$ cat src/rtl/result_ascii_formatter_pkg.sv
// Shared types and ASCII constants for the Euler result formatter.
// Pure declarations; no timing or flow-control behaviour of its own.
package euler_fmt_pkg;

  typedef enum logic [1:0] {
    IDLE    = 2'd0,
    CONVERT = 2'd1,
    EMIT    = 2'd2,
    FINISH  = 2'd3
  } fmt_state_e;

  typedef enum logic [1:0] {
    SEL_DIGIT = 2'd0,
    SEL_CR    = 2'd1,
    SEL_LF    = 2'd2
  } emit_sel_e;

  localparam logic [7:0] ASCII_ZERO = 8'h30;
  localparam logic [7:0] ASCII_CR   = 8'h0D;
  localparam logic [7:0] ASCII_LF   = 8'h0A;

  function automatic logic [7:0] digit_ascii(input logic [3:0] d);
    return ASCII_ZERO + {4'h0, d};
  endfunction

endpackage

$ cat src/rtl/bin2bcd_dd.sv
// Sequential double-dabble: WIDTH iterations after start, bcd_valid one edge after the last.
// No backpressure; bcd_nxt/last expose the final iteration so a consumer can act on the same edge.
module bin2bcd_dd #(
  parameter int WIDTH  = 20,
  parameter int DIGITS = 7
) (
  input  logic                  clk,
  input  logic                  rst,
  input  logic                  start,
  input  logic [WIDTH-1:0]      din,
  output logic                  busy,
  output logic [4*DIGITS-1:0]   bcd,
  output logic                  bcd_valid,
  output logic [4*DIGITS-1:0]   bcd_nxt,
  output logic                  last
);

  localparam int CW = $clog2(WIDTH + 1);

  logic [WIDTH-1:0]    shift_q, shift_d;
  logic [4*DIGITS-1:0] bcd_q, bcd_d;
  logic [CW-1:0]       cnt_q, cnt_d;
  logic                busy_q, busy_d;
  logic                valid_q, valid_d;
  logic [4*DIGITS-1:0] adj;
  logic [4*DIGITS-1:0] bcd_shift;
  logic [WIDTH-1:0]    shift_shift;

  always_comb begin
    // +3 per nibble only; a nibble <= 9 plus 3 never carries out of 4 bits
    adj = bcd_q;
    for (int i = 0; i < DIGITS; i++) begin
      if (bcd_q[4*i +: 4] >= 4'd5) adj[4*i +: 4] = bcd_q[4*i +: 4] + 4'd3;
    end
    bcd_shift   = {adj[4*DIGITS-2:0], shift_q[WIDTH-1]};
    shift_shift = {shift_q[WIDTH-2:0], 1'b0};
    last        = busy_q && (cnt_q == CW'(WIDTH - 1));
  end

  always_comb begin
    shift_d = shift_q;
    bcd_d   = bcd_q;
    cnt_d   = cnt_q;
    busy_d  = busy_q;
    valid_d = valid_q;
    if (start) begin
      shift_d = din;
      bcd_d   = '0;
      cnt_d   = '0;
      busy_d  = 1'b1;
      valid_d = 1'b0;
    end else if (busy_q) begin
      shift_d = shift_shift;
      bcd_d   = bcd_shift;
      cnt_d   = cnt_q + CW'(1);
      if (last) begin
        busy_d  = 1'b0;
        valid_d = 1'b1;
      end
    end
  end

  always_ff @(posedge clk or posedge rst) begin
    if (rst) begin
      shift_q <= '0;
      bcd_q   <= '0;
      cnt_q   <= '0;
      busy_q  <= 1'b0;
      valid_q <= 1'b0;
    end else begin
      shift_q <= shift_d;
      bcd_q   <= bcd_d;
      cnt_q   <= cnt_d;
      busy_q  <= busy_d;
      valid_q <= valid_d;
    end
  end

  assign busy      = busy_q;
  assign bcd       = bcd_q;
  assign bcd_valid = valid_q;
  assign bcd_nxt   = bcd_shift;

endmodule

$ cat src/rtl/result_ascii_formatter.sv
// Captures result on a rising done, converts to BCD and streams ASCII digits (+CR LF); first byte WIDTH cycles after trigger.
// tx_valid is held with stable tx_data until tx_ready; one byte per cycle with no bubbles when ready stays high.
module result_ascii_formatter
  import euler_fmt_pkg::*;
#(
  parameter int WIDTH     = 20,
  parameter int DIGITS    = 7,
  parameter int TERMINATE = 1
) (
  input  logic                clk,
  input  logic                rst,
  input  logic [WIDTH-1:0]    result,
  input  logic                done,
  output logic [7:0]          tx_data,
  output logic                tx_valid,
  input  logic                tx_ready,
  output logic [4*DIGITS-1:0] bcd,
  output logic                bcd_valid,
  output logic                busy,
  output logic                finished
);

  localparam int PW = (DIGITS > 1) ? $clog2(DIGITS) : 1;

  fmt_state_e          state_q, state_d;
  emit_sel_e           sel_q, sel_d;
  logic [PW-1:0]       ptr_q, ptr_d;
  logic [7:0]          tx_data_q, tx_data_d;
  logic                tx_valid_q, tx_valid_d;
  logic                busy_q, busy_d;
  logic                finished_q, finished_d;
  logic                done_q;

  logic                trigger;
  logic                dd_busy, dd_valid, dd_last;
  logic [4*DIGITS-1:0] dd_bcd, dd_bcd_nxt;
  logic [PW-1:0]       start_ptr, ptr_m1;
  logic [3:0]          start_dig, next_dig;
  logic                fin;

  assign trigger = done && !done_q && ((state_q == IDLE) || (state_q == FINISH));
  assign ptr_m1  = ptr_q - PW'(1);

  bin2bcd_dd #(
    .WIDTH  (WIDTH),
    .DIGITS (DIGITS)
  ) u_dd (
    .clk       (clk),
    .rst       (rst),
    .start     (trigger),
    .din       (result),
    .busy      (dd_busy),
    .bcd       (dd_bcd),
    .bcd_valid (dd_valid),
    .bcd_nxt   (dd_bcd_nxt),
    .last      (dd_last)
  );

  // Leading-digit search runs on the final iteration's value so the first byte is ready on that edge
  always_comb begin
    start_ptr = '0;
    start_dig = dd_bcd_nxt[3:0];
    for (int i = 1; i < DIGITS; i++) begin
      if (dd_bcd_nxt[4*i +: 4] != 4'h0) begin
        start_ptr = PW'(i);
        start_dig = dd_bcd_nxt[4*i +: 4];
      end
    end
    next_dig = dd_bcd[3:0];
    for (int i = 0; i < DIGITS; i++) begin
      if (PW'(i) == ptr_m1) next_dig = dd_bcd[4*i +: 4];
    end
  end

  always_comb begin
    state_d    = state_q;
    sel_d      = sel_q;
    ptr_d      = ptr_q;
    tx_data_d  = tx_data_q;
    tx_valid_d = tx_valid_q;
    busy_d     = busy_q;
    finished_d = finished_q;
    fin        = 1'b0;
    case (state_q)
      IDLE, FINISH: begin
        if (trigger) begin
          state_d    = CONVERT;
          busy_d     = 1'b1;
          finished_d = 1'b0;
        end
      end
      CONVERT: begin
        if (dd_busy && dd_last) begin
          state_d    = EMIT;
          sel_d      = SEL_DIGIT;
          ptr_d      = start_ptr;
          tx_data_d  = digit_ascii(start_dig);
          tx_valid_d = 1'b1;
        end
      end
      EMIT: begin
        if (tx_valid_q && tx_ready) begin
          case (sel_q)
            SEL_DIGIT: begin
              if (ptr_q != '0) begin
                ptr_d     = ptr_m1;
                tx_data_d = digit_ascii(next_dig);
              end else if (TERMINATE != 0) begin
                sel_d     = SEL_CR;
                tx_data_d = ASCII_CR;
              end else begin
                fin = 1'b1;
              end
            end
            SEL_CR: begin
              sel_d     = SEL_LF;
              tx_data_d = ASCII_LF;
            end
            default: fin = 1'b1;
          endcase
        end
        if (fin) begin
          state_d    = FINISH;
          tx_valid_d = 1'b0;
          busy_d     = 1'b0;
          finished_d = 1'b1;
        end
      end
      default: state_d = IDLE;
    endcase
  end

  always_ff @(posedge clk or posedge rst) begin
    if (rst) begin
      state_q    <= IDLE;
      sel_q      <= SEL_DIGIT;
      ptr_q      <= '0;
      tx_data_q  <= '0;
      tx_valid_q <= 1'b0;
      busy_q     <= 1'b0;
      finished_q <= 1'b0;
      done_q     <= 1'b0;
    end else begin
      state_q    <= state_d;
      sel_q      <= sel_d;
      ptr_q      <= ptr_d;
      tx_data_q  <= tx_data_d;
      tx_valid_q <= tx_valid_d;
      busy_q     <= busy_d;
      finished_q <= finished_d;
      done_q     <= done;
    end
  end

  assign tx_data   = tx_data_q;
  assign tx_valid  = tx_valid_q;
  assign busy      = busy_q;
  assign finished  = finished_q;
  assign bcd       = dd_bcd;
  assign bcd_valid = dd_valid;

endmodule

$ cat config.mk
export PLATFORM = sky130hd
export DESIGN_NAME = result_ascii_formatter
export DESIGN_NICKNAME = d
export VERILOG_FILES = /design/src/rtl/result_ascii_formatter_pkg.sv /design/src/rtl/bin2bcd_dd.sv /design/src/rtl/result_ascii_formatter.sv
export SDC_FILE = /design/constraint.sdc
export NUM_CORES = 1
export LEC_CHECK = 0
export ABC_AREA = 1
export ABC_CLOCK_PERIOD_IN_PS = 5600
export BUFFER_PORTS_ARGS = -buffer_cell sky130_fd_sc_hd__buf_2
export CORE_MARGIN = 3
export CORE_UTILIZATION = 50
export DETAILED_ROUTE_END_ITERATION = 16
export GPL_TIMING_DRIVEN = 1
export PLACE_DENSITY = 0.71
export SLEW_MARGIN = 20
export SYNTH_ARGS = -nofsm -noshare
export SYNTH_HDL_FRONTEND = slang
export SYNTH_HIERARCHICAL = 1
export SYNTH_SLANG_ARGS = --single-unit
$ cat constraint.sdc
create_clock -name clk -period 5.6 [get_ports clk]
set_input_delay 0.84 -clock clk [delete_from_list [all_inputs] [get_ports clk]]
set_output_delay 0.84 -clock clk [all_outputs]
set_load 0.02 [all_outputs]
# Word level (Yosys, flattened, before mapping)
# Index checks and enable logic that the tools add are counted.
[word_totals] wordCells=146 out_inout_bits=40 reg_bits=74 inputBits=24
[classes] n_mux=67 order_cmp=7 eq_ne=19 add_sub_neg=11 reduce_logical=29
[ops] operator="$mux 4" n=18
[ops] operator="$mux 28" n=2
[ops] operator="$mux 20" n=2
[ops] operator="$pmux 8 s2" n=2
[ops] operator="$mux 3" n=10
[ops] operator="$ge 4x3->1 const B" n=7
[ops] operator="$add 4x2->4 const B" n=6
[ops] operator="$reduce_bool 4->1" n=6
[ops] operator="$mux 8" n=2
[ops] operator="$mux 1" n=15
[ops] operator="$add 6x4->7 const A" n=2
[ops] operator="$mux 2" n=6
[ops] operator="$mux 5" n=2
[ops] operator="$ne 2x2->1 const B" n=5
[ops] operator="$reduce_and 5->1" n=2
[ops] operator="$eq 3x3->1 const A" n=3
[ops] operator="$reduce_and 3->1" n=3
[ops] operator="$pmux 2 s2" n=2
[ops] operator="$reduce_bool 2->1" n=4
[ops] operator="$mux 7" n=1
[ops] operator="$eq 2x3->1 const A" n=2
[ops] operator="$pmux 1 s2" n=3
[ops] operator="$pmux 2 s3" n=1
[ops] operator="$pmux 3 s2" n=1
[ops] operator="18 further kinds" n=26

# Depth between registers and ports, before layout
# Gate-level depths: netlist of the first run.
[logic_depth] ltp_word=13 depth_mapped=18 depth_no_buf=18

# Modules after synthesis
# Netlist of the first run, hierarchy kept.
[modules_own_cells] mod="bin2bcd_dd" area_each_um2=3119.2 instances=1 seq_area_each_um2=1376.3 cells_per_inst=400
[modules_own_cells] mod="result_ascii_formatter" area_each_um2=1564.0 instances=1 seq_area_each_um2=400.4 cells_per_inst=264

# Least setup slack after synthesis of the first run
# OpenSTA, ideal clock, no wires.
[synth_path] path_type="register to register" from="reg u_dd.bcd_q[8] (netlist: u_dd/bcd[8])" to="reg tx_data_q[3] (netlist: tx_data[3])" arrival_time_ns=2.137 stages_incl_launch_ff=19 setup_slack_ns=3.398 setup_ns=0.065 path_cell_list="dfrtp_1 inv_1 ha_1 inv_1 nand2_1 nand3_1 nand2_1 and2_1 nor2_1 nand2_1 nor2_1 nand2_1 nand3_1 nand2_1 nand3_1 nand2_1 nand2_1 nand3_1 nand2_1"
[synth_via] elab_chain_len=11 elab_cells_between_ends=22 classes_between="add/sub: 3; order compare: 1; mux: 16; reduce/logical: 2"
[synth_rtl] element="start: declaration" line_no="bin2bcd_dd.sv:21" source="logic [4*DIGITS-1:0] bcd_q, bcd_d;"
[synth_rtl] element="start signal: assignment" line_no="bin2bcd_dd.sv:66" source="bcd_q <= '0;"
[synth_rtl] element="start signal: assignment" line_no="bin2bcd_dd.sv:72" source="bcd_q <= bcd_d;"
[synth_rtl] element="$add 4x2->4 / $ge 4x3->1 (equally long branches)" line_no="bin2bcd_dd.sv:33" source="if (bcd_q[4*i +: 4] >= 4'd5) adj[4*i +: 4] = bcd_q[4*i +: 4] + 4'd3;"
[synth_rtl] element="$mux 4 (*)" line_no="bin2bcd_dd.sv:33"
[synth_rtl] element="named net dd_bcd_nxt[9]" line_no="result_ascii_formatter.sv:36" source="logic [4*DIGITS-1:0] dd_bcd, dd_bcd_nxt;"
[synth_rtl] element="$reduce_bool 4->1" line_no="result_ascii_formatter.sv:64" source="if (dd_bcd_nxt[4*i +: 4] != 4'h0) begin"
[synth_rtl] element="$mux 4 (*) (5 in series)" line_no="result_ascii_formatter.sv:64"
[synth_rtl] element="$add 6x4->7 (*)" line_no="result_ascii_formatter_pkg.sv:23" source="return ASCII_ZERO + {4'h0, d};"
[synth_rtl] element="$mux 8 (*)" line_no="result_ascii_formatter.sv:93" source="if (dd_busy && dd_last) begin"
[synth_rtl] element="$pmux 8 s2 (*)" line_no="result_ascii_formatter.sv:84" source="case (state_q)"
[synth_rtl] element="end signal: assignment" line_no="result_ascii_formatter.sv:147" source="tx_data_q <= tx_data_d;"
[synth_rtl] element="end: declaration" line_no="result_ascii_formatter.sv:28" source="logic [7:0] tx_data_q, tx_data_d;"
# The timed path passes the listed nets; every way through them passes the cells marked *. The select of a mux whose other input is x is not followed.
# A chain may end at the register's enable or synchronous reset.

# Worst setup path in the final report of the first run
[layout_path] from="reg u_dd.bcd_q[12] (netlist: u_dd/bcd[12])" to="reg tx_data_q[3] (netlist: tx_data[3])"
[layout_via] elab_chain_len=10 elab_cells_between_ends=20 classes_between="add/sub: 3; order compare: 1; mux: 14; reduce/logical: 2"
[layout_rtl] element="$add 4x2->4 / $ge 4x3->1 (equally long branches)" line_no="bin2bcd_dd.sv:33"
[layout_rtl] element="$mux 4 (*)" line_no="bin2bcd_dd.sv:33"
[layout_rtl] element="named net dd_bcd_nxt[14]" line_no="result_ascii_formatter.sv:36"
[layout_rtl] element="$reduce_bool 4->1" line_no="result_ascii_formatter.sv:64"
[layout_rtl] element="$mux 4 (*) (4 in series)" line_no="result_ascii_formatter.sv:64"
[layout_rtl] element="$add 6x4->7 (*)" line_no="result_ascii_formatter_pkg.sv:23"
[layout_rtl] element="$mux 8 (*)" line_no="result_ascii_formatter.sv:93"
[layout_rtl] element="$pmux 8 s2 (*)" line_no="result_ascii_formatter.sv:84"
# Marked as above.

==> impl.org, run 1 <==
** Placement
- Counting tap cells, the placed design contains a total of 820 instances.
- Dpl hpwl :: 8723 um
- Placed Area :: between 5000 and 6000 sq um
- Placer's final routability congestion estimate :: around 0.9
- Total of buffers placed on input and output ports :: 61
- OpenSTA, run right after detailed placement, puts the worst setup slack at between 2 and 3 ns.

** Pwr
- Lkg Pwr :: around 2.8 nW
- Power share of the sequential group :: between 20% and 30%
- Of the total power, the clock network draws 11.2%.
- Combinational logic is responsible for 61.7% of the overall power.
- Across the VDD grid, the largest voltage drop is around 0.00028 V.
- NetSw :: ~1.9 mW
- Sw frac :: between 50% and 60%
- Power spread over the standard cell area amounts to about 700 nW/um^2.
- Internal power comes to 1.756 mW.

** STA
- Setup TNS :: 0 ns
- Setup repair after global routing missed its margin :: false
- Setup violations remaining at the end of the flow were counted as 0.
- The final count of pins violating max slew is 0.
- Measured slew at the worst slew-check pin :: 0.8435 ns
- Across the routed clock network, the largest skew measured is 0.009597 ns.
- After layout, the worst path uses about 47% of the clock period.
- Final hold viol count :: 0
- Setup slack on the critical path of the routed design comes to around 3 ns.
- In this run the tightest slew margin relative to its limit is between 40% and 50%.
- Hold timing on the final database bottoms out at a slack of about 0.48 ns.
- The smallest clock period supported by the final layout is computed as 2.627 ns.
- Upper clock frequency limit :: between 300 and 400 MHz

** Logic synthesis
- Area share of xor/xnor cells in the synthesized design :: 0%
- After Yosys synthesis, full adders, half adders and majority gates account for slightly below 6% of the synthesized area.
- By area, the combinational part of the netlist is dominated by simple AND/OR/NAND/NOR gates.
- Total standard cell area after synthesis :: approximately 4700 sq um
- Share of synthesized cell area in and, or, nand and nor gates :: just over 30%
- Counting every instance in the synthesized netlist gives between 600 and 700.
- Mux cell area share after synthesis :: 0%
- The average instance in the mapped netlist occupies 7.053 sq um.
- Warnings, synthesis :: 6
- Cell variety after synth :: 36
- Synthesis-stage register bit count :: between 70 and 80
- The synthesized netlist devotes a little over an eighth of its cell area to compound gates.
- Summing the sequential cell areas from Yosys gives a little under two fifths of the chip area.

** Detailed routing
- Using the TritonRoute via totals, the vias-per-cell ratio works out to ~5.6.
- Final wirelength :: roughly 12000 um
- Via count :: ~4600
- Starting DRC count in detailed routing :: 293
- The count of nets left with antenna violations once routing finished came out at 0.
- First-pass iteration count of the detailed router :: 5
- DRC Markers :: 0
- Average routed wire per standard cell :: approximately 14 um

** Cells and area
- The library cell used most frequently in the layout, excluding fill and tap cells, is nand2_1.
- Fraction of layout cells with a size suffix above 1 :: 13.05%
- The repair_antennas step left the layout with diodes totalling 0.
- The final layout contains around 770 nets.
- Number of standard cells in the final layout excluding fillers :: between 800 and 900
- Post-route design area :: 5238 sq um
- Area Growth Syn to Fin :: 11.84%
- In the layout the commonest cells are nand2_1 (196), inv_1 (110), dfrtp_1 (71).

** Status
- Outcome :: finished clean

** Setup path
- Classification of the worst setup path :: register to register
- Crit Path Max Fanout :: 7
- Startpoint kind of the worst setup timing path :: register
- Cell repeated most along the worst path :: nand2_1
- Critical Path AT :: between 2 and 3 ns
- Maximum single-stage delay on the critical path :: ~0.48 ns
- STA classifies the critical path endpoint as a register.
- The slowest stage of the critical path belongs to the cell dfrtp_1.
- Data required time of the critical path :: 5.89 ns
- The signal on the critical path passes through inv_1 -> ha_1 -> inv_1 -> nand2_1 -> nand3_1 -> nand2_1 -> and2_1 -> inv_1 -> nand4_1 -> nor2_1 -> nand2_1 -> nand3_1 -> nand2_1 -> nand3_1 -> nand2_1 -> nand2_1 -> nand3_1 -> nand2_1.

** Clocking
- Hold repair after CTS inserted 0 buffers.
- H-tree depth :: 3
- Counting along the longest clock path gives a buffer depth of 2.
- In this run the clock root is driven by a clkbuf_8.
- PostCTS Resize Cnt :: 0
- The later pin in the worst-skew pair is clocked with a latency of 0.35 ns.
- TritonCTS built the clock tree.
- TritonCTS buffer count :: 9
- Clock-pin slew of the registers on the worst-case setup and hold paths :: approximately 0.08 ns
- Post-CTS setup buffers :: 0
- The clock net in this run drives a total of around 70 sinks.

** Floorplan
- The core region is roughly 9000 sq um.
- The initial utilization of the core area, before any placement, comes to a little over half.
- In this run the count of I/O pins placed on the die edge is 64.
- Chip height :: ~100 um
- Row Count :: 34
- Total die area :: ~11000 sq um
- Floorplan die width :: ~100 um

** Global routing
- GRT Residual Overflow :: 0
- The initial antenna violation count was 0.
- Combined global-route utilization of all metal layers :: about a quarter
- Entering global routing, the biggest net connects 56 pins.
- The first global-routing pass estimated around 20000 um of wire.
- The number of global-route vias before repair is between 4000 and 5000.

** Run
- Maxcap violations :: 0

** Hold path
- Type of the tightest min-delay check :: register to register
[registers in the layout, summed over array words and instances (netlist names)]
signal / flops
u_dd/bcd: 28
u_dd/shift_q: 20
tx_data: 5
u_dd/cnt_q: 5
ptr_q: 3
sel_q: 2
state_q: 2
busy: 1
done_q: 1
finished: 1
tx_valid: 1
u_dd/bcd_valid: 1
u_dd/busy: 1
[worst max-delay path: cells and delay by family (launching register included)]
family,cells,cell delay [ns]
adders and majority gates,1,0.22
buffers and inverters,3,0.26
DFF,1,0.48
and+or+nand+nor,14,1.59
[cells in the mapped netlist]
| cell type | number | area [sq um] |
|---|---|---|
| a21boi_0 | 6 | 45.04 |
| a21o_1 | 1 | 7.510 |
| a21oi_1 | 15 | 75.07 |
| a21oi_2 | 2 | 17.52 |
| a22o_1 | 1 | 8.760 |
| a22oi_1 | 5 | 37.54 |
| a31oi_1 | 2 | 12.51 |
| a41oi_1 | 1 | 8.760 |
| and2_1 | 14 | 87.58 |
| buf_2 | 6 | 30.03 |
| buf_4 | 6 | 45.04 |
| buf_6 | 2 | 22.52 |
| clkbuf_1 | 3 | 11.26 |
| conb_1 | 1 | 3.750 |
| dfrtp_1 | 71 | 1777 |
| ha_1 | 22 | 275.3 |
| inv_1 | 111 | 416.7 |
| inv_2 | 7 | 26.28 |
| nand2_1 | 196 | 735.7 |
| nand2_2 | 4 | 25.02 |
| nand3_1 | 64 | 320.3 |
| nand4_1 | 20 | 125.1 |
| nor2_1 | 28 | 105.1 |
| nor2_2 | 2 | 12.51 |
| nor3_1 | 1 | 5.000 |
| nor3_2 | 1 | 10.01 |
| nor3b_1 | 1 | 7.510 |
| nor4_1 | 1 | 6.260 |
| o2111ai_1 | 1 | 8.760 |
| o211ai_1 | 5 | 37.54 |
| o21a_1 | 1 | 7.510 |
| o21ai_0 | 34 | 170.2 |
| o21ai_1 | 8 | 40.04 |
| o221ai_1 | 10 | 87.58 |
| o22ai_1 | 10 | 62.56 |
| o41ai_1 | 1 | 8.760 |
[worst paths after layout]
path,from,end,slack (ns),cells past startpoint
min reg2reg,tx_data[3]$_DFFE_PP0P_,tx_data[3]$_DFFE_PP0P_,0.48,2
min in group asynchronous,rst,state_q[1]$_DFFE_PP0P_,0.57,2
max,u_dd/bcd[12]$_DFFE_PP0P_,tx_data[3]$_DFFE_PP0P_,2.97,18
min,tx_data[3]$_DFFE_PP0P_,tx_data[3]$_DFFE_PP0P_,0.48,2
max in group asynchronous,rst,u_dd/bcd[16]$_DFFE_PP0P_,4.41,3
max reg2reg,u_dd/bcd[12]$_DFFE_PP0P_,tx_data[3]$_DFFE_PP0P_,2.97,18
[power groups by stage]
stage	clock network, mW	registers, mW	logic [mW]
after floorplan	0	1.10	1.59
after global placement	0	1.00	2.18
after detailed placement	0	1.01	2.25
after CTS	0.422	1.00	2.27
after global routing	0.443	1.04	2.59
final	0.415	1.00	2.28
[per-layer routing]
metal  part of all wire, %  GRT usage (%)
met3                   7.1          4.195
met4                  0.98          6.574
met1                    46          32.59
met5                     0              0
met2                    46          37.98
[stage by stage]
stage,utilization [%],power [mW]
after detailed placement,56.75,3.260
after global placement,56.75,3.187
final,58.91,3.697
after CTS,58.91,3.687
after floorplan,-,2.690
after global routing,58.91,4.068
[cells by family (layout without fill, tap and decap cells)]
group / after synthesis / after routing
AO/OA/AOI/OAI: 103 / 103
adder cells (fa/ha/maj): 22 / 22
buffers and inverters: 135 / 198
flip-flops: 71 / 71
other: 1 / 2
AND/OR/NAND/NOR: 332 / 332
[area by class of cell]
class                           count  area (sq um)
Clock buffer                       13         148.9
Clock inverter                      3         42.54
Fill cell                         838          3654
Inverter                          118         442.9
Multi-Input combinational cell    459          2364
Sequential cell                    71          1777
Tap cell                          108         135.1
Timing Repair Buffer               64         327.8
Note: power is estimated with default switching activity, not from simulation.
==> inputs of run 2 (changes only) <==
--- a/config.mk
+++ b/config.mk
@@ -6,7 +6,7 @@
 export NUM_CORES = 1
 export LEC_CHECK = 0
 export ABC_AREA = 1
-export ABC_CLOCK_PERIOD_IN_PS = 5600
+export ABC_CLOCK_PERIOD_IN_PS = 2600
 export BUFFER_PORTS_ARGS = -buffer_cell sky130_fd_sc_hd__buf_2
 export CORE_MARGIN = 3
 export CORE_UTILIZATION = 50
==> constraint.sdc (replaced) <==
create_clock -name clk -period 2.6 [get_ports clk]
set_input_delay 0.39 -clock clk [delete_from_list [all_inputs] [get_ports clk]]
set_output_delay 0.39 -clock clk [all_outputs]
set_load 0.02 [all_outputs]
==> run 2 against run 1 <==
Die area unchanged. Largest cell class unchanged. Cell area increased by 3.0%. Final cell count increased by 1.3%. Critical path type unchanged. Global-route usage increased by 0.63 points.
==> impl.org, run 2 (synthesized netlist as in run 1, its figures left out) <==
** Status
- The flow ran to the end, and the final reports show no timing, DRC or antenna violations.

** Placement
- Total of buffers placed on input and output ports :: 61
- Detailed placement finished with a half-perimeter wire length of ~9000 um.
- In this run, placement finished with an instance count of roughly 820.
- In this run the cell area measured after placement is ~5100 sq um.
- Routability-driven placement finished with a final weighted congestion of 0.8988.

** Floorplan
- The core region is just under 9000 sq um.
- Floorplan die width :: approximately 100 um
- Once the floorplan was initialized, standard cells occupied approximately 53% of the core.
- Row Count :: 34
- For this design the top-level I/O count stands at 64.
- The die is 102.8 um tall.
- The die covers roughly 11000 sq um.

** Clocking
- The root buffer cell chosen for the clock tree is clkbuf_8.
- H-tree depth :: 3
- The later pin in the worst-skew pair is clocked with a latency of between 0.3 and 0.4 ns.
- TritonCTS buffer count :: 9
- Clock-pin slew was measured on the worst setup and hold paths at about 0.080 ns.
- Number of buffers on the longest clock path :: 2
- CTS saw 71 sinks.
- CTS tree :: built
- Hold repair after CTS inserted 0 buffers.

** STA
- Setup violators final :: 0
- Max-slew violation count :: 0
- The clock arrives with 0.01022 ns of skew.
- Final hold viol count :: 0
- Post-route fraction of the period consumed by the critical path :: a little over 90%
- For the pin with the worst max-slew slack, the measured transition is roughly 0.62 ns.
- Minimum period implied by the final worst setup slack :: about 2.4 ns
- Upper clock frequency limit :: 412.6 MHz
- Remaining max-slew budget at the tightest pin :: between 50 and 60%

** Global routing
- Antenna violations before repair :: 0
- Wire length of the first global-routing pass :: approximately 20000 um
- Number of global-route vias before repair :: between 4000 and 5000
- Maximum number of pins on one net before global-route repair :: 37
- The total overflow left after global routing is 0.
- In the global route stage, overall resource usage came out at between 20% and 30%.

** Detailed routing
- The detailed router placed around 4500 vias in this run.
- The pre-antenna-repair detailed-routing pass consisted of 5 iterations.
- Average routed wire per standard cell :: roughly 14 um
- In the routed design, unresolved DRC markers number 0.
- Summed over all layers, the routed wires come to 12200 um.
- In this run, the number of DRC markers left after iteration 0 of detailed routing was 220.
- In the routed layout, each cell is associated on average with a via count of 5.361.
- Remaining number of nets flagged by the antenna check after routing :: 0

** Cells and area
- After routing the design area is around 5400 sq um.
- The register with the most flip-flops in the layout has 28 of them.
- Fraction of layout cells with a size suffix above 1 :: between 10% and 20%
- Utilization of the core after routing :: ~60%
- The top cell types in the final layout, fill and taps aside, are nand2_1 (194), inv_1 (107), dfrtp_1 (66).
- For this run, the post-layout net count is just under 800.
- Number of standard cells in the final layout excluding fillers :: roughly 850
- Ant. Diodes :: 0
- The area growth from synthesis to layout is 15.23%.
- Most common cell after layout, fill and taps aside :: nand2_1
- Fill cells in the final layout number roughly 850.

** Pwr
- Power density over the cells :: between 1500 and 2000 nW/um^2
- Maximum ir drop on the vdd rail :: around 0.00054 V
- The analysis attributes to cell leakage a power of approximately 2.9 nW.

** Setup path
- Startpoint kind of the worst setup timing path :: register
- Setup slack of the worst register-to-register path :: roughly 0.18 ns
- Crit Path Max Fanout :: 6
- The worst setup path is of the register to register kind.
- In this run the critical register-to-register path is launched from u_dd/bcd[4]$_DFFE_PP0P_.
- Data on the critical path arrives at its endpoint at roughly 2.7 ns.
- The worst setup path is captured at a register.
- Capture instance of the worst register-to-register path :: tx_data[3]$_DFFE_PP0P_
- Data required time of the critical path :: 2.89 ns
- Counting cells, the worst reg-to-reg path comes to 16.

** Hold path
- Type of the tightest min-delay check :: input pin to asynchronous set/reset pin

** Run
- Maxcap violations :: 0
run 2: cell count changes in the layout (fill, tap and decap cells not counted), moves of 3 or more:
| cell | change |
|---|---|
| o21ai_2 | +3 |
| buf_4 | +9 |
| inv_1 | -3 |
| o21ai_0 | -4 |
| nand3_2 | +3 |
| dfrtp_1 | -5 |
| nand3_1 | -3 |
| dfrtp_2 | +5 |
| inv_2 | +3 |
run 2: metal layers:
layer | part of all wire [%] | wire length, um | global-route usage [%] | vias to the layer above
met5 | 0 | 0 | 0 | -
met4 | 1.5 | 180 | 7.869 | 0
met3 | 5.0 | 610 | 3.992 | 19
met2 | 46 | 5653 | 39.03 | 122
met1 | 47 | 5749 | 33.13 | 2113
li1 | - | - | - | 2287
run 2: worst max-delay path, cell delays in order, from the launching register on:
cell	delay [ns]
dfrtp_2	0.45
buf_4	0.15
ha_1	0.19
nand2_2	0.10
nand4_1	0.14
and2_1	0.20
inv_1	0.09
nand4_1	0.24
o21ai_2	0.25
nand2_1	0.07
nand3_1	0.09
nand2_1	0.06
nand3_1	0.07
nand2_1	0.05
nand2_1	0.07
nand3_1	0.08
nand2_1	0.06
run 2: worst max path at each step:
stage,endpoint,from,depth (start not counted)
after floorplan,tx_data[3]$_DFFE_PP0P_,u_dd/bcd[8]$_DFFE_PP0P_,18
after global placement,tx_data[2]$_DFFE_PP0P_,u_dd/bcd[4]$_DFFE_PP0P_,16
after detailed placement,tx_data[2]$_DFFE_PP0P_,u_dd/bcd[4]$_DFFE_PP0P_,16
after CTS,tx_data[2]$_DFFE_PP0P_,u_dd/bcd[4]$_DFFE_PP0P_,16
after global routing,tx_data[3]$_DFFE_PP0P_,u_dd/bcd[4]$_DFFE_PP0P_,18
final,tx_data[3]$_DFFE_PP0P_,u_dd/bcd[4]$_DFFE_PP0P_,16
run 2: what timing repair did:
item,in CTS,in global routing
resized for setup,0,22
setup endpoints to repair,0,4
buffers inserted,0,8
run 2: area by class of cell:
class,count,area [sq um],area share (%)
Timing Repair Buffer,75,435.4,8.069
Sequential cell,71,1783,33.04
Multi-Input combinational cell,459,2402,44.52
Clock buffer,11,141.4,2.620
Inverter,118,442.9,8.208
Tap cell,108,135.1,2.504
Clock inverter,5,56.30,1.043
run 2: report_power, final:
part	switching [mW]	internal [mW]	leakage, nW
clock network	0.444	0.470	0.0997
logic	3.38	1.80	1.94
registers	0.491	1.65	0.870
total	4.31	3.92	2.91
run 2: through the flow:
stage / setup WS (ns) / hold slack (ns) / TNS, ns / total power, mW
final: 0.1766 / 0.05786 / 0 / 8.229
after global routing: -0.01104 / 0.09585 / -0.01104 / 9.063
after CTS: 0.07301 / 0.07907 / 0 / 8.044
after detailed placement: 0.1087 / 0.4622 / 0 / 7.105
after global placement: 0.1569 / 0.4616 / 0 / 6.965
after floorplan: 0.3980 / 0.3037 / 0 / 5.794
==> inputs of run 3 (changes only) <==
--- a/config.mk
+++ b/config.mk
@@ -6,13 +6,13 @@
 export NUM_CORES = 1
 export LEC_CHECK = 0
 export ABC_AREA = 1
-export ABC_CLOCK_PERIOD_IN_PS = 2600
-export BUFFER_PORTS_ARGS = -buffer_cell sky130_fd_sc_hd__buf_2
+export ABC_CLOCK_PERIOD_IN_PS = 2050
 export CORE_MARGIN = 3
 export CORE_UTILIZATION = 50
 export DETAILED_ROUTE_END_ITERATION = 16
+export DONT_BUFFER_PORTS = 1
 export GPL_TIMING_DRIVEN = 1
-export PLACE_DENSITY = 0.71
+export PLACE_DENSITY = 0.68
 export SLEW_MARGIN = 20
 export SYNTH_ARGS = -nofsm -noshare
 export SYNTH_HDL_FRONTEND = slang
==> constraint.sdc (replaced) <==
create_clock -name clk -period 2.05 [get_ports clk]
set_input_delay 0.3075 -clock clk [delete_from_list [all_inputs] [get_ports clk]]
set_output_delay 0.3075 -clock clk [all_outputs]
set_load 0.02 [all_outputs]
==> run 3 against run 2 <==
The flow now finishes with violations (negative setup slack). Critical path depth rose by 1. Cell area rose by 14%. Die area did not move. Clock-buffer cell count fell by 1. Flip-flop and latch count did not move. Core utilization rose by 8.4 points.
==> impl.org, run 3 (synthesized netlist as in run 1, its figures left out) <==
** Global routing
- Maximum number of pins on one net before global-route repair :: 56
- Antenna violations before repair :: 0
- The number of global-route vias before repair was about 4800.
- Wire length of the first global-routing pass :: about 22000 um
- Across every metal layer, demand over resource in global routing totals between 20% and 30%.
- After global routing the overflow that remains totals 0.

** Placement
- The congestion estimate from routability-driven global placement came to roughly 1.0.
- Dpl hpwl :: 9895 um
- In this run the cell area measured after placement is about 5500 sq um.
- In this run the tool buffered the top-level ports with 0 buffer cells.
- Before CTS, the worst setup slack after placement is -0.2552 ns.

** Cells and area
- The library cell used most frequently in the layout, excluding fill and tap cells, is nand2_1.
- The filler cells instantiated in the layout total roughly 750.
- Post-route design area :: just over 6000 sq um
- 0 antenna diodes ended up in the layout.
- Number of flip-flops under the largest register name :: 28
- Of the cells placed in the final design, the portion with a size suffix greater than 1 is 30.16%.
- For this run, the share of the core covered by cells in the final layout is around 69%.
- Most used cells in the layout excluding fill and tap cells :: nand2_1 (181), buf_4 (119), inv_1 (89)
- Area Growth Syn to Fin :: 31.23%
- For this run, the post-layout net count is 830.

** Floorplan
- The die is 102.8 um wide.
- Initial Util :: between 50 and 60%
- The floorplan step defined a die boundary enclosing ~11000 sq um.
- 64 I/O pins were placed.
- In this run the vertical extent of the chip is 102.8 um.
- Row Count :: 34
- Standard cell core area :: between 8000 and 9000 sq um

** Detailed routing
- For this block, the routed nets add up to between 10000 and 15000 um of wire.
- The detailed router finished its first iteration with 300 violations.
- In the final routed layout, each cell accounts on average for 15.04 um.
- Via count :: between 4000 and 5000
- The first detailed-routing pass ran for 5 iterations.
- For this run, design rule violations remaining after detail routing come to 0.
- In this run the remaining antenna-violating nets after routing total 0.
- Mean number of vias per cell :: 5.521

** Setup path
- Capture instance of the worst register-to-register path :: tx_data[3]$_DFFE_PP0P_
- The number of cells on the worst reg-to-reg path is 17.
- Classification of the worst setup path :: register to register
- Tracing the worst setup path back leads to its startpoint at u_dd/bcd[12]$_DFFE_PP0P_.
- At the worst endpoint, the arrival time is between 2 and 2.5 ns.
- Critical path endpoint :: tx_data[3]$_DFFE_PP0P_
- R2R Path Start :: u_dd/bcd[12]$_DFFE_PP0P_
- Startpoint kind of the worst setup timing path :: register
- Kind of capture point of the worst setup path :: register
- Data on the critical path is required at its endpoint by 2.33 ns.
- Setup slack of the worst register-to-register path :: -0.07 ns
- Crit Path Max Fanout :: 5

** STA
- The final number of hold-violating endpoints was 0.
- Setup repair after global routing missed its margin :: true
- On the final layout, the worst clock skew is about 0.012 ns.
- Based on the critical path, the design can be clocked at up to roughly 470 MHz.
- The final critical path takes up 103.5% of the cycle.
- Final WS setup :: -0.07170 ns
- Measured slew at the worst slew-check pin :: 0.5953 ns
- Remaining max-slew budget at the tightest pin :: between 60% and 70%
- Max-slew violation count :: 0
- Setup violations remaining at the end of the flow were counted as 6.
- Minimum period implied by the final worst setup slack :: roughly 2.1 ns

** Pwr
- Of the total power, the share spent switching nets is around 49%.
- The analysis attributes to cell leakage a power of between 3 and 4 nW.
- The analysis attributes to net switching a power of around 6.1 mW.
- Dividing total power by cell area gives a power density of 2046 nW/um^2.
- Share of power burned in the clock network :: a little under a tenth
- Power share of the sequential group :: between 20% and 30%
- Maximum ir drop on the vdd rail :: ~0.0008 V
- Combinational logic burns between 60% and 70% of the power.
- Cell internal power was estimated by the tool at about 6.4 mW.

** Status
- Outcome :: complete, but fails checks
- Failing checks :: negative setup slack

** Clocking
- CTS Sinks :: between 70 and 80
- Clock-pin slew of the registers on the worst-case setup and hold paths :: around 0.080 ns
- Number of buffers on the longest clock path :: 2
- The cell sitting at the root of the clock tree is a clkbuf_8.
- The H-tree was split into 3 levels.
- The later pin in the worst-skew pair is clocked with a latency of approximately 0.34 ns.
- TritonCTS built the clock tree.
- The number of clock buffers added by TritonCTS is 9.

** Run
- Max-cap violations in this run came to 0.

** Hold path
- The tightest min-delay check is of the input pin to register type.
run 3: timing repair:
action / 4_1_cts / 5_1_grt
buffers inserted: 18 / 7
endpoints found under the setup margin: 14 / 33
gates resized for setup: 55 / 40
hold endpoints to repair: 72 / 0
pin swaps: 21 / 17
hold buffers: 2 / 0
run 3: how the worst min path moves through the flow:
stage / startpoint / end / slack [ns] / depth (start not counted)
detailed placement: rst / u_dd/bcd[15]$_DFFE_PP0P_ / 0.28 / 2
CTS: result[16] / u_dd/shift_q[16]$_DFFE_PP0P_ / 0.08 / 2
floorplan: rst / busy$_DFFE_PP0P_ / 0.22 / 1
global placement: rst / u_dd/bcd[15]$_DFFE_PP0P_ / 0.27 / 2
finish: result[16] / u_dd/shift_q[16]$_DFFE_PP0P_ / 0.09 / 2
global route: result[18] / u_dd/shift_q[18]$_DFFE_PP0P_ / 0.08 / 2
run 3: layer usage:
layer,share of wire [%],vias up,GRT usage [%]
met4,2.1,0,8.167
met3,7.4,30,5.819
met1,42,2346,34.42
li1,-,2395,-
met5,0,-,0
met2,48,181,43.64
run 3: power by group through the flow:
stage | logic (mW) | clock network (mW) | registers (mW)
after floorplan | 4.36 | 0 | 3.02
after global placement | 7.25 | 0 | 2.69
after detailed placement | 7.47 | 0 | 2.73
after CTS | 8.13 | 1.19 | 2.74
after global routing | 9.56 | 1.27 | 2.85
final | 8.64 | 1.18 | 2.75
run 3: stage by stage:
stage | cells | setup TNS [ns] | hold WS (ns) | total power [mW]
3_3_place_gp | 857 | -0.4978 | 0.2713 | 9.944
4_1_cts | 893 | -0.1862 | 0.07998 | 12.06
3_5_place_dp | 857 | -1.278 | 0.2819 | 10.21
2_1_floorplan | 665 | -0.007832 | 0.2212 | 7.373
6_report | 897 | -0.2755 | 0.09025 | 12.57
5_1_grt | 897 | -1.868 | 0.08421 | 13.68
run 3: area by class of cell:
type                       count  area [sq um]  area share (%)
clock inverter                 6         67.56           1.099
multi-input combinational    459          2594           42.20
clock buffer                  10         137.6           2.239
inverter                     118         445.4           7.248
sequential                    71          1790           29.13
timing repair buffer         125         975.9           15.88
tap                          108         135.1           2.199
run 3: critical path: stages, from the launching register on:
cell     delay, ns
dfrtp_2       0.44
inv_2         0.09
ha_4          0.14
inv_2         0.04
nand2_4       0.07
nand4_1       0.14
and2_4        0.20
inv_2         0.05
nand4_1       0.20
nor2_4        0.19
nand2_1       0.07
nand3_1       0.07
nand2_1       0.06
nand3_2       0.07
nand2_1       0.05
nand2_1       0.06
nand3_2       0.06
nand2_1       0.05
